**config.mk**
```make
export PLATFORM = sky130hd
export DESIGN_NAME = flush_ctrl
export DESIGN_NICKNAME = d
export VERILOG_FILES = /design/src/rtl/flush_ctrl.sv
export SDC_FILE = /design/constraint.sdc
export NUM_CORES = 1
export LEC_CHECK = 0
export BUFFER_PORTS_ARGS = -buffer_cell sky130_fd_sc_hd__clkbuf_2
export CAP_MARGIN = 30
export CORE_ASPECT_RATIO = 0.6
export CORE_UTILIZATION = 35
export CTS_CLUSTER_DIAMETER = 120
export DETAILED_ROUTE_END_ITERATION = 12
export SETUP_SLACK_MARGIN = 0.5
export SLEW_MARGIN = 20
export SYNTH_ARGS = -nofsm -noshare
export SYNTH_HDL_FRONTEND = slang
export SYNTH_SLANG_ARGS = --single-unit
```
**constraint.sdc**
```tcl
create_clock -name clk -period 4.7 [get_ports clk]
set_clock_uncertainty 0.2 [all_clocks]
set_input_delay 0.235 -clock clk [delete_from_list [all_inputs] [get_ports clk]]
set_output_delay 0.235 -clock clk [all_outputs]
set_load 0.01 [all_outputs]
```
**src/rtl/flush_ctrl.sv**
```systemverilog
// Pipeline flush/redirect controller: picks the oldest flush cause (exception first),
// emits a one-cycle flush pulse plus redirect PC, then stalls the front end while recovering.
module flush_ctrl #(
  parameter int BRANCH_PORTS   = 2,
  parameter int ROB_IDX_WIDTH  = 6,
  parameter int ADDR_WIDTH     = 32,
  parameter int RECOVER_CYCLES = 2
) (
  input  logic                                  clk,
  input  logic                                  rst_n,
  input  logic                                  except_valid,
  input  logic [ADDR_WIDTH-1:0]                 except_vector,
  input  logic [ROB_IDX_WIDTH-1:0]              except_rob_idx,
  input  logic [BRANCH_PORTS-1:0]               br_valid,
  input  logic [BRANCH_PORTS-1:0]               br_mispredict,
  input  logic [BRANCH_PORTS*ROB_IDX_WIDTH-1:0] br_rob_idx,
  input  logic [BRANCH_PORTS*ADDR_WIDTH-1:0]    br_target,
  input  logic [ROB_IDX_WIDTH-1:0]              rob_head_idx,
  output logic                                  flush_if,
  output logic                                  flush_is,
  output logic                                  flush_ex,
  output logic                                  flush_rob,
  output logic                                  flush_regstat,
  output logic                                  flush_cp0,
  output logic                                  redirect_valid,
  output logic [ADDR_WIDTH-1:0]                 redirect_pc,
  output logic                                  stall_frontend,
  output logic                                  busy
);

  localparam logic [3:0] RC = 4'(RECOVER_CYCLES);

  typedef enum logic [1:0] {
    ST_IDLE,
    ST_FLUSH,
    ST_RECOVER
  } state_e;

  state_e                   state_q, state_d;
  logic [3:0]               cnt_q, cnt_d;
  logic [ROB_IDX_WIDTH-1:0] pending_idx_q, pending_idx_d;
  logic                     pending_is_exc_q, pending_is_exc_d;
  logic [ADDR_WIDTH-1:0]    redirect_pc_q, redirect_pc_d;

  logic                     br_found;
  logic [ROB_IDX_WIDTH-1:0] br_age;
  logic [ROB_IDX_WIDTH-1:0] br_idx;
  logic [ADDR_WIDTH-1:0]    br_pc;
  logic [ROB_IDX_WIDTH-1:0] cand_age;
  logic [ROB_IDX_WIDTH-1:0] pend_age;
  logic                     accept_br;

  // Oldest mispredicting branch; strict '<' keeps the lowest port on equal age.
  always_comb begin
    br_found = 1'b0;
    br_age   = '0;
    br_idx   = '0;
    br_pc    = '0;
    cand_age = '0;
    for (int unsigned p = 0; p < BRANCH_PORTS; p++) begin
      cand_age = br_rob_idx[p*ROB_IDX_WIDTH +: ROB_IDX_WIDTH] - rob_head_idx;
      if (br_valid[p] && br_mispredict[p] && (!br_found || cand_age < br_age)) begin
        br_found = 1'b1;
        br_age   = cand_age;
        br_idx   = br_rob_idx[p*ROB_IDX_WIDTH +: ROB_IDX_WIDTH];
        br_pc    = br_target[p*ADDR_WIDTH +: ADDR_WIDTH];
      end
    end
  end

  assign pend_age  = pending_idx_q - rob_head_idx;
  assign accept_br = br_found && ((state_q == ST_IDLE) || (br_age < pend_age));

  always_comb begin
    state_d          = state_q;
    cnt_d            = cnt_q;
    pending_idx_d    = pending_idx_q;
    pending_is_exc_d = pending_is_exc_q;
    redirect_pc_d    = redirect_pc_q;

    case (state_q)
      ST_FLUSH: begin
        if (RC == 4'd0) begin
          state_d = ST_IDLE;
        end else begin
          state_d = ST_RECOVER;
          cnt_d   = RC;
        end
      end
      ST_RECOVER: begin
        if (cnt_q <= 4'd1) begin
          state_d = ST_IDLE;
          cnt_d   = '0;
        end else begin
          cnt_d = cnt_q - 4'd1;
        end
      end
      default: ;
    endcase

    // An accepted cause overrides the window bookkeeping above and restarts it.
    if (except_valid) begin
      state_d          = ST_FLUSH;
      pending_idx_d    = except_rob_idx;
      pending_is_exc_d = 1'b1;
      redirect_pc_d    = except_vector;
    end else if (accept_br) begin
      state_d          = ST_FLUSH;
      pending_idx_d    = br_idx;
      pending_is_exc_d = 1'b0;
      redirect_pc_d    = br_pc;
    end
  end

  always_ff @(posedge clk or negedge rst_n) begin
    if (!rst_n) begin
      state_q          <= ST_IDLE;
      cnt_q            <= '0;
      pending_idx_q    <= '0;
      pending_is_exc_q <= 1'b0;
      redirect_pc_q    <= '0;
    end else begin
      state_q          <= state_d;
      cnt_q            <= cnt_d;
      pending_idx_q    <= pending_idx_d;
      pending_is_exc_q <= pending_is_exc_d;
      redirect_pc_q    <= redirect_pc_d;
    end
  end

  assign flush_if       = (state_q == ST_FLUSH);
  assign flush_is       = (state_q == ST_FLUSH);
  assign flush_ex       = (state_q == ST_FLUSH);
  assign flush_rob      = (state_q == ST_FLUSH);
  assign flush_regstat  = (state_q == ST_FLUSH);
  assign flush_cp0      = (state_q == ST_FLUSH) && pending_is_exc_q;
  assign redirect_valid = (state_q == ST_FLUSH);
  assign redirect_pc    = redirect_pc_q;
  assign stall_frontend = (state_q != ST_IDLE);
  assign busy           = (state_q != ST_IDLE);

endmodule

```
==> flow_metrics.py <==
metrics = {
    "placed_design": {
        "dpl_worst_slack_ns": -0.382,
        "place_area_mm2": 0.00546,
        "dp_cells": 839,
        "place_hpwl_um": 10200,
        "globalplace.congestion": 0.872,
        "port_buffers": 167,
    },
    "logic_synthesis": {
        "synthFlopType": "dfrtp_1",
        "synth_fp_nets": 688,
        "netlist_area_mm2": 0.00408,
        "synthTopCellsByCount": "nand2_1 (93), a21oi_1 (80), dfrtp_1 (45), nor3_1 (45), a31oi_1 (39)",
        "synth_cell_type_count": 47,
        "synth-edff-count": 0,
        "async_flop_share_pct": 100,
        "synth_area_leaders": "dfrtp_1 (28%), a21oi_1 (9.8%), ha_1 (9.2%)",
        "synth_top_area_share_pct": 27.6,
        "yosys_warnings": 0,
        "synth_top_area_cell": "dfrtp_1",
        "synth_most_common_cell": "nand2_1",
        "syn-mean-instance-area_um2": 7.73,
        "yosysSeqAreaShare_pct": 27.6,
        "ys_seq_elements": 45,
        "syn_inst": 528,
    },
    "timing": {
        "slew_headroom_pct": 50.0,
        "tightestPinTransition_ns": 0.751,
        "fin_crit_ns": 4.75,
        "timing.final.ws_setup_ns": -0.0464,
        "hold_viol": 0,
        "rsz0062_at_grt": "true",
        "fin_hold_ws_ns": 0.0140,
        "finalCritPeriodShare_pct": 101,
        "fin_setup_tns_ns": -0.470,
        "setup_viol": 23,
        "fmax_mhz": 211,
        "finalMaxSlewViolations": 0,
    },
    "worst_setup_path": {
        "slowest_delay_ns": 0.47,
        "cp.depth": 27,
        "reg2reg_depth": 18,
        "critPathCaptureType": "flip-flop",
        "critPathTopFamily": "compound AO/OA/AOI/OAI gates",
        "arrival_ns": 4.75,
        "slowest_stage": "or4_4",
        "cp.required_ns": 4.70,
        "crit_start": "br_rob_idx[0]",
        "crit_buf_inv": 8,
        "worstPathMaxFanout": 6,
        "timing.rr.start": "pending_idx_q[0]$_DFFE_PN0P_",
        "r2r_slack_ns": 0.86,
        "start_kind": "input port",
        "crit_type": "in -> reg",
    },
    "cts": {
        "cts_tree": "done",
        "cts_max_path_buffers": 2,
        "root_buffer": "clkbuf_16",
        "cts_buffers": 5,
        "cts.clk_slew.worst_paths_ns": 0.06,
        "cts_sinks": 45,
        "ctsHtreeMaxLevel": 2,
        "clock_latency_ns": 0.29,
    },
    "drt": {
        "via_per_inst": 5.40,
        "dr_total_vias": 4953,
        "route.detailed.drc": 0,
        "top_layer_used": "met4",
        "drt-total-wl_um": 16100,
        "wirelength_met1_um": 7800,
        "wire_per_inst_um": 17.5,
        "dr.pass1.iters": 5,
        "antenna_left": 0,
        "met2_length_um": 7230,
        "dr_wl_met3_um": 896,
        "drtIter0Drc": 290,
    },
    "power": {
        "power_leakage_nw": 3.11,
        "p_per_area_mw_per_mm2": 529,
        "ir_drop_v": 0.000381,
        "total_power_mw": 3.60,
    },
    "grt": {
        "antenna_found_initial": 0,
        "grt-ovfl-total": 0,
        "grt_max_degree": 75,
        "grt.total_usage_pct": 25.0,
        "grt_first_pass_wirelength_um": 23800,
        "grt_pass1_vias": 4657,
    },
    "cells_and_area": {
        "syn_to_final_growth_pct": 66.7,
        "nets": 917,
        "final_area_mm2": 0.00681,
        "drive_above_1_share_pct": 46.4,
        "antenna_cells": 0,
        "final_cells": 918,
        "fin_util_pct": 60.1,
    },
    "hold_path": {
        "hp-start": "except_rob_idx[3]",
        "min_path_cells": 3,
        "holdCritPathClass": "in -> reg",
    },
    "floorplanning": {
        "die_area_mm2": 0.0121,
        "die_w_um": 141,
        "rows": 30,
        "die_h_um": 85.7,
        "start_util_pct": 36.0,
        "io_pins": 168,
        "coreArea_mm2": 0.0113,
    },
    "job": {
        "maxCapViolCount": 0,
    },
    "status": {
        "status": "finished with violations",
        "violations": "negative setup slack",
    },
}
==> kinds of logic (layout without fill, tap and decap cells) <==
kind of cell	after synthesis	after routing	share of synthesized area [%]
flip-flops	45	45	27.6
XOR/XNOR	12	12	2.57
buffers and inverters	75	304	8.55
AO/OA/AOI/OAI	197	197	32.5
multiplexers	2	2	0.490
AND/OR/NAND/NOR	164	165	17.7
adder cells (fa/ha/maj)	33	33	10.7
==> routing by layer <==
metal	track usage (%)	vias up
li1	-	2378
met1	35.8	2386
met2	40.7	172
met3	3.46	17
met4	4.40	0
met5	0	-
==> where the power goes <==
group,switching [mW],internal (mW),total [mW]
Combinational,1.32,1.24,2.56
Clock,0.152,0.266,0.418
Sequential,0.101,0.525,0.626
==> layout by cell type (no fill, tap or decap), types with 6 or more instances in the layout <==
| master | instances |
|---|---|
| nor3_1 | 35 |
| xnor2_1 | 6 |
| a21oi_2 | 24 |
| nand2_1 | 91 |
| dfrtp_1 | 45 |
| nor2_1 | 9 |
| buf_16 | 6 |
| a21oi_4 | 16 |
| dlygate4sd3_1 | 38 |
| buf_6 | 10 |
| a21oi_1 | 40 |
| buf_12 | 6 |
| a31oi_1 | 39 |
| ha_1 | 22 |
| clkbuf_16 | 8 |
| nor3_2 | 6 |
| a21o_1 | 6 |
| o31ai_1 | 14 |
| o31ai_2 | 24 |
| inv_1 | 20 |
| buf_4 | 44 |
| o21ai_0 | 8 |
| xor2_1 | 6 |
| clkbuf_2 | 165 |
==> flip-flops by register name (all words and copies together) (netlist names) <==
| register | cells |
|---|---|
| state_q | 2 |
| cnt_q | 4 |
| pending_idx_q | 6 |
| redirect_pc | 32 |
| pending_is_exc_q | 1 |
==> worst register-to-register path, cell delays in order (launching register included) <==
cell and delay (ns):
dfrtp_1 0.38, inv_1 0.06, ha_1 0.13, inv_1 0.06
fa_1 0.40, a21o_1 0.19, a21oi_1 0.18, xor2_1 0.18
ha_2 0.30, o21ai_1 0.11, nor2_1 0.07, or4_4 0.47
buf_6 0.15, a211oi_4 0.19, buf_6 0.15, buf_6 0.12
clkbuf_16 0.15, nor3_1 0.05, o31ai_1 0.21
==> final cells by class <==
class                   count  area [um2]
inverters                  21        82.6
multi-input cells         409        3180
fillers                  1001        4530
clock inverters             1        30.0
repair buffers            275        2040
well taps                 160         200
clock buffers               7         143
flip-flops and latches     45        1130
==> worst paths after layout <==
path,to
worst max-delay path,redirect_pc[12]$_DFFE_PN0P_
worst min-delay path,pending_idx_q[3]$_DFFE_PN0P_
worst max register to register,redirect_pc[12]$_DFFE_PN0P_
worst min register to register,pending_is_exc_q$_DFFE_PN0P_
max in group asynchronous,cnt_q[3]$_DFFE_PN0P_
min in group asynchronous,redirect_pc[16]$_DFFE_PN0P_
==> repair_timing <==
action	in CTS	in global routing
endpoints found under the setup margin	41	41
hold buffers	38	0
endpoints found under the hold margin	82	0
pin swaps	20	20
gates resized for setup	21	59
gates cloned	8	3
buffers inserted	11	11
Note: power is estimated with default switching activity, not from simulation.
